**config.mk**
```make
export PLATFORM = sky130hd
export DESIGN_NAME = muldiv_seq
export DESIGN_NICKNAME = d
export VERILOG_FILES = /design/src/rtl/muldiv_pkg.sv /design/src/rtl/fullAdder32b.sv /design/src/rtl/muldiv_seq.sv
export SDC_FILE = /design/constraint.sdc
export NUM_CORES = 1
export LEC_CHECK = 0
export CAP_MARGIN = 25
export CELL_PAD_IN_SITES_DETAIL_PLACEMENT = 0
export CELL_PAD_IN_SITES_GLOBAL_PLACEMENT = 1
export CORE_MARGIN = 1
export CORE_UTILIZATION = 45
export CTS_CLUSTER_SIZE = 16
export DETAILED_ROUTE_END_ITERATION = 10
export PLACE_DENSITY_LB_ADDON = 0.05
export SLEW_MARGIN = 10
export SYNTH_ARGS = -nofsm -noshare
export SYNTH_HDL_FRONTEND = slang
export SYNTH_SLANG_ARGS = --single-unit
```
**constraint.sdc**
```tcl
create_clock -name clk -period 5.6 [get_ports clk]
set_input_delay 1.12 -clock clk [delete_from_list [all_inputs] [get_ports clk]]
set_output_delay 1.12 -clock clk [all_outputs]
set_load 0.05 [all_outputs]
```
**src/rtl/muldiv_pkg.sv**
```systemverilog
// Shared types and constants for the iterative multiply/divide sequencer.
// The optional signed path is controlled by the SIGNED_MULDIV_EN macro in muldiv_seq.
package muldiv_pkg;

    localparam int XLEN          = 32;
    localparam int CNT_W         = $clog2(XLEN);
    localparam int OP_SIGNED_BIT = 2;

    // M-extension operation codes as presented on the op port
    typedef enum logic [2:0] {
        OP_MUL     = 3'b000,
        OP_MULHU   = 3'b001,
        OP_DIVU    = 3'b010,
        OP_REMU    = 3'b011,
        OP_MUL_ALT = 3'b100,
        OP_MULH    = 3'b101,
        OP_DIV     = 3'b110,
        OP_REM     = 3'b111
    } op_e;

    typedef enum logic [1:0] {
        IDLE,
        CALC,
        FIX,
        DONE
    } state_e;

    // Magnitude of a two's-complement value; the most negative value maps to itself,
    // which is still the correct unsigned magnitude
    function automatic logic [XLEN-1:0] abs_val(input logic [XLEN-1:0] v);
        return v[XLEN-1] ? -v : v;
    endfunction

endpackage

```
**src/rtl/fullAdder32b.sv**
```systemverilog
// 32-bit add/subtract unit. cin=1 selects subtract (a - b as a + ~b + 1),
// and in that mode cout reports a borrow rather than a carry.
module fullAdder32b (
    input  logic [31:0] a,
    input  logic [31:0] b,
    input  logic        cin,
    output logic [31:0] sum,
    output logic        cout
);

    logic [31:0] b_eff;
    logic [32:0] raw;

    // Invert b for subtract, add with carry-in, and flip the carry into a borrow
    always_comb begin
        b_eff = cin ? ~b : b;
        raw   = {1'b0, a} + {1'b0, b_eff} + {32'd0, cin};
        sum   = raw[31:0];
        cout  = cin ? ~raw[32] : raw[32];
    end

endmodule

```
**src/rtl/muldiv_seq.sv**
```systemverilog
// Iterative multiply/divide sequencer: shift-add multiply and restoring divide
// sharing one fullAdder32b over 32 cycles, with start/busy/done handshaking.
// Optional feature macro: SIGNED_MULDIV_EN adds MULH/DIV/REM sign handling
// (operand magnitudes on accept plus a one-cycle FIX state that negates the result).
module muldiv_seq
    import muldiv_pkg::*;
(
    input  logic            clk,
    input  logic            rst,
    input  logic            start,
    input  logic [2:0]      op,
    input  logic [XLEN-1:0] a,
    input  logic [XLEN-1:0] b,
    output logic            busy,
    output logic            done,
    output logic [XLEN-1:0] result
);

    state_e            state_q, state_d;
    logic [CNT_W-1:0]  count_q;
    logic [1:0]        kind_q;
    logic [XLEN-1:0]   opnd_q, hi_q, lo_q, hi_d, lo_d;
    logic [XLEN:0]     rem_shift;
    logic [XLEN-1:0]   add_a, add_b, add_sum;
    logic              add_cin, add_cout;
    logic              accept, last_iter;
    logic [XLEN-1:0]   a_ld, b_ld;

`ifdef SIGNED_MULDIV_EN
    logic              signed_op, sa_q, sb_q, fix_neg;
    logic [XLEN-1:0]   raw_res;

    assign signed_op = op[OP_SIGNED_BIT] && (op[1:0] != 2'b00);
    assign a_ld      = signed_op ? abs_val(a) : a;
    assign b_ld      = signed_op ? abs_val(b) : b;
`else
    logic              unused_op_sign;

    assign a_ld           = a;
    assign b_ld           = b;
    assign unused_op_sign = op[OP_SIGNED_BIT];
`endif

    assign accept    = start && ((state_q == IDLE) || (state_q == DONE));
    assign last_iter = (count_q == CNT_W'(XLEN - 1));
    assign busy      = (state_q == CALC) || (state_q == FIX);
    assign done      = (state_q == DONE);

    fullAdder32b u_adder (
        .a    (add_a),
        .b    (add_b),
        .cin  (add_cin),
        .sum  (add_sum),
        .cout (add_cout)
    );

    // State register
    always_ff @(posedge clk or posedge rst) begin
        if (rst) state_q <= IDLE;
        else     state_q <= state_d;
    end

    // Next-state logic; DONE re-accepts a start so operations can run back to back
    always_comb begin
        state_d = state_q;
        unique case (state_q)
            IDLE: if (start) state_d = CALC;
`ifdef SIGNED_MULDIV_EN
            CALC: if (last_iter) state_d = FIX;
`else
            CALC: if (last_iter) state_d = DONE;
`endif
            FIX:  state_d = DONE;
            DONE: state_d = start ? CALC : IDLE;
        endcase
    end

    // Adder operand steering: one add (multiply) or trial subtract (divide) per CALC cycle,
    // and in FIX the negation of the finished result
    always_comb begin
        rem_shift = {hi_q, lo_q[XLEN-1]};
        add_a     = '0;
        add_b     = '0;
        add_cin   = 1'b0;
        if (state_q == CALC) begin
            if (kind_q[1]) begin
                add_a   = rem_shift[XLEN-1:0];
                add_b   = opnd_q;
                add_cin = 1'b1;
            end else begin
                add_a   = hi_q;
                add_b   = lo_q[0] ? opnd_q : '0;
            end
        end
`ifdef SIGNED_MULDIV_EN
        else if (state_q == FIX) begin
            add_cin = 1'b1;
            if (kind_q == 2'b01) begin
                // high word of the 64-bit negation: ~hi, plus one only when lo is zero
                add_a = ~hi_q;
                add_b = {XLEN{lo_q == '0}};
            end else begin
                add_b = kind_q[0] ? hi_q : lo_q;
            end
        end
`endif
    end

    // One iteration: multiply shifts {cout, hi, lo} right; divide keeps the trial
    // difference when the shifted remainder overflowed or no borrow occurred
    always_comb begin
        hi_d = hi_q;
        lo_d = lo_q;
        if (kind_q[1]) begin
            if (rem_shift[XLEN] || !add_cout) begin
                hi_d = add_sum;
                lo_d = {lo_q[XLEN-2:0], 1'b1};
            end else begin
                hi_d = rem_shift[XLEN-1:0];
                lo_d = {lo_q[XLEN-2:0], 1'b0};
            end
        end else begin
            hi_d = {add_cout, add_sum[XLEN-1:1]};
            lo_d = {add_sum[0], lo_q[XLEN-1:1]};
        end
    end

`ifdef SIGNED_MULDIV_EN
    // Sign correction decision: products and quotients follow sa^sb (a zero divisor keeps
    // the all-ones quotient), remainders follow the dividend
    always_comb begin
        fix_neg = 1'b0;
        raw_res = kind_q[0] ? hi_q : lo_q;
        unique case (kind_q)
            2'b01:   fix_neg = sa_q ^ sb_q;
            2'b10:   fix_neg = (sa_q ^ sb_q) && (opnd_q != '0);
            2'b11:   fix_neg = sa_q;
            default: fix_neg = 1'b0;
        endcase
    end
`endif

    // Datapath registers: latch operands on accept, iterate in CALC, publish the result
    always_ff @(posedge clk or posedge rst) begin
        if (rst) begin
            count_q <= '0;
            kind_q  <= '0;
            opnd_q  <= '0;
            hi_q    <= '0;
            lo_q    <= '0;
            result  <= '0;
`ifdef SIGNED_MULDIV_EN
            sa_q    <= 1'b0;
            sb_q    <= 1'b0;
`endif
        end else if (accept) begin
            count_q <= '0;
            kind_q  <= op[1:0];
            hi_q    <= '0;
            if (op[1]) begin
                lo_q   <= a_ld;
                opnd_q <= b_ld;
            end else begin
                lo_q   <= b_ld;
                opnd_q <= a_ld;
            end
`ifdef SIGNED_MULDIV_EN
            sa_q    <= signed_op && a[XLEN-1];
            sb_q    <= signed_op && b[XLEN-1];
`endif
        end else if (state_q == CALC) begin
            count_q <= count_q + 1'b1;
            hi_q    <= hi_d;
            lo_q    <= lo_d;
`ifndef SIGNED_MULDIV_EN
            if (last_iter) result <= kind_q[0] ? hi_d : lo_d;
`endif
        end
`ifdef SIGNED_MULDIV_EN
        else if (state_q == FIX) begin
            result <= fix_neg ? add_sum : raw_res;
        end
`endif
    end

endmodule

```
==> metrics.txt <==
status=finished, final reports clean; largest area contributor in the netlist=dfrtp_1; Chip Height=154.7 um; Final Skew=around 0.013 ns; Sw Ratio=~50%; internal power=3997 uW; commonest non-fill, non-tap cell in the layout=mux2i_1; Final period util=89.69%; Skew-Pair Late Insertion Delay=about 0.43 ns; Starting DRT DRC Count=between 800 and 900; Num CTS Buffers=17; H-tree depth=4; final hold vios=0; reg2reg end=result[20]; CP Buf/Inv Count=4; Routed WL per cell=19.94 um; power per cell area=between 600 and 700 nW/um2; Hold Path Stages=2; delay of the slowest critical-path stage=between 0.5 and 0.6 ns; reg2reg setup slack=around 0.58 ns; Reg area=between 3000 and 4000 um2; fin nets=~1400; Synth top area share=between 30 and 40%; DR vias/cell=about 6; GRT Util Overall=27.26%; CP startpoint kind=flip-flop; Psw=4012 uW; fmax=approximately 0.20 GHz; CP Depth=17; dpl cells=1556; Final Slew Violations=0; Multi-input gate area=~6700 um2; total negative slack=0 ns; CP Data Required Time=just under 6 ns; CTS Hold Buffers Added=0; top_reg_cell synth=dfrtp_1; critical path cell sequence=inv_1 -> ha_4 -> o21ai_2 -> buf_4 -> nor2_1 -> fa_1 -> a211oi_2 -> o211ai_2 -> a211oi_2 -> nor4bb_1 -> buf_4 -> or4_4 -> and2_1 -> buf_4 -> mux2_4 -> mux4_2 -> mux2_2; syn_nets=between 1000 and 1500; hold path startpoint=opnd_q[31]; RSZ-0062 raised after global routing=false; IO buf count=about 100; commonest non-fill, non-tap cells in the layout=154 x mux2i_1, 142 x nand2_1, 135 x dfrtp_1; Clk pwr share=14.2%; Area Overhead vs Synth=17.57%; Mapped Cells=about 1200; Worst Tran Pin Value=roughly 1 ns; CTS tree=done; Clock Tree Buf Depth=2; diode count=0; DP HPWL=around 23 mm; CP Capture Type=flip-flop; Synth Warn #=0; clk root buf=clkbuf_16; residual DRC count=0; CTS clk-pin slew, worst paths=0.07 ns; core area=~23000 um2; worst vdd ir=about 0.00032 V; global-route wire length before repair=just over 50 mm; Critical-path top delay cell=or4_4; TritonRoute pass-1 iters=7; synthesized flop and latch total=roughly 140; final setup fails=0; critical path's most frequent cell=buf_4; Worst EP arrival=5.34 ns; vias in the first global route=8732; Critical Path Fanout Max=36; Rows=55; max_cap viols=0; Routed WL=31.65 mm; family with the most delay on the worst path=multiplexers; Avg Inst Size Synth=8.667 um2; gr ovfl total=0; part of the power in registers=24.0%; initial antenna violation count=0; Initial Util=46.08%; Die Area=23940 um2; post-CTS setup buffers=0; number of distinct library cells after synthesis=between 60 and 70; fraction of registers with async set/reset=100.0%; Leak=between 0.005 and 0.006 uW; cts repair resizes=0; Placer Congestion=0.9125; largest net degree at the start of global routing=93; clock sink count=around 140; sequential area share after synthesis=about 33%; Synth area leaders=dfrtp_1 33%, mux2i_1 15%, o21ai_0 5.4%; Fill cells=roughly 2100; DR vias=9340; worst r2r src=state_q[1]; r2r worst-path depth=17; share of cells above drive strength 1=under 10%; Comb power frac=61.8%; Period minus WS final=5.022 ns; die width=around 150 um; Min-Delay Path Class=reg2reg; mapped cell area=10500 um2; Hold Crit Endpoint=opnd_q[31]; DRT antenna net count=0; critical path class=reg2reg; EDFF count, synth=0; Non-Filler Instances=around 1600; IO Count=between 100 and 150; Slew headroom=about a third
-- cells in the mapped netlist (4+ instances only) --
| master | instances |
|---|---|
| o311ai_0 | 5 |
| clkbuf_1 | 65 |
| ha_1 | 37 |
| buf_1 | 18 |
| nor4_1 | 5 |
| xnor2_1 | 48 |
| buf_2 | 8 |
| nand2b_1 | 6 |
| and3_1 | 9 |
| nand4_1 | 8 |
| mux2_2 | 22 |
| mux2_4 | 5 |
| nor3_1 | 12 |
| a2111oi_0 | 4 |
| o211ai_1 | 38 |
| mux4_2 | 5 |
| o22ai_1 | 8 |
| a21oi_1 | 84 |
| nor2b_1 | 15 |
| a211oi_1 | 11 |
| o21bai_1 | 6 |
| o211a_1 | 4 |
| o21ai_1 | 4 |
| o31ai_1 | 5 |
| a31o_2 | 4 |
| mux2i_1 | 154 |
| inv_1 | 16 |
| o221ai_1 | 13 |
| o21a_1 | 7 |
| a21o_1 | 9 |
| nand2_1 | 142 |
| a31oi_1 | 9 |
| xor2_1 | 13 |
| nand3_1 | 11 |
| nor2_1 | 100 |
| dfrtp_1 | 137 |
| a22oi_1 | 4 |
| o21ai_0 | 114 |
-- layer usage --
layer  vias up  GRT usage (%)  routed length, um
met5         -              0                  0
met4         0          6.365                361
met3        27          3.362               2144
met2       310          37.38              12840
met1      4486          44.28              16300
li1       4517              -                  -
-- through the flow --
stage          setup WS (ns)  total power (uW)  utilization (%)  hold slack [ns]  instance area (um2)
2_1_floorplan         0.5027              5434                -           0.4702                10500
3_3_place_gp          0.6367              6775            51.66           0.4797                11770
3_5_place_dp          0.6227              6799            51.66           0.4810                11770
4_1_cts               0.6018              7964            54.18           0.4986                12340
5_1_grt               0.2981              8598            54.18           0.5193                12340
6_report              0.5776              8010            54.18           0.4966                12340
-- state kept, by name, summed over array words and instances, names as in the netlist --
register,flops
hi_q,32
lo_q,32
opnd_q,32
result,32
count_q,5
kind_q,2
state_q,2
-- layout make-up --
cell class                      count  share of cell area, %
Timing Repair Buffer              124                  9.794
Inverter                           18                 0.5881
Tap cell                          313                  3.173
Sequential cell                   137                  27.82
Clock buffer                       18                  3.559
Multi-Input combinational cell    964                  53.98
Clock inverter                     13                  1.085
-- kinds of logic (layout without fill, tap and decap cells) --
kind of cell    after synthesis  after routing  synth area share [%]
compound gates              356            356                 21.31
simple gates                323            323                 13.40
mux                         186            186                 18.83
flops                       137            137                 32.66
buf+inv                     110            173                 4.101
xor+xnor                     61             61                 5.090
fa+ha+maj                    38             38                 4.601
-- worst max-delay path by stage --
stage	from	end	slack, ns
after global routing	state_q[1]	result[20]	0.30
after floorplan	kind_q[1]	result[9]	0.50
after CTS	state_q[1]	result[16]	0.60
after detailed placement	state_q[1]	result[20]	0.62
final	state_q[1]	result[20]	0.58
after global placement	state_q[1]	result[16]	0.64
-- power groups by stage --
stage | sequential (uW) | combinational (uW) | clock (uW)
final | 1930 | 4950 | 1140
after global routing | 1970 | 5450 | 1180
after CTS | 1910 | 4910 | 1150
after detailed placement | 1920 | 4880 | 0
after global placement | 1910 | 4860 | 0
after floorplan | 1830 | 3600 | 0
-- worst reg2reg max path, cell delays in order (launching register included) --
cell and delay, ns:
dfrtp_1 0.36, inv_1 0.10, ha_4 0.29, o21ai_2 0.10
buf_4 0.36, nor2_1 0.17, fa_1 0.48, a211oi_2 0.31
o211ai_2 0.19, a211oi_2 0.32, nor4bb_1 0.10, buf_4 0.16
or4_4 0.52, and2_1 0.20, buf_4 0.19, mux2_4 0.31
mux4_2 0.49, mux2_2 0.28
(Power assumes the default switching activity.)
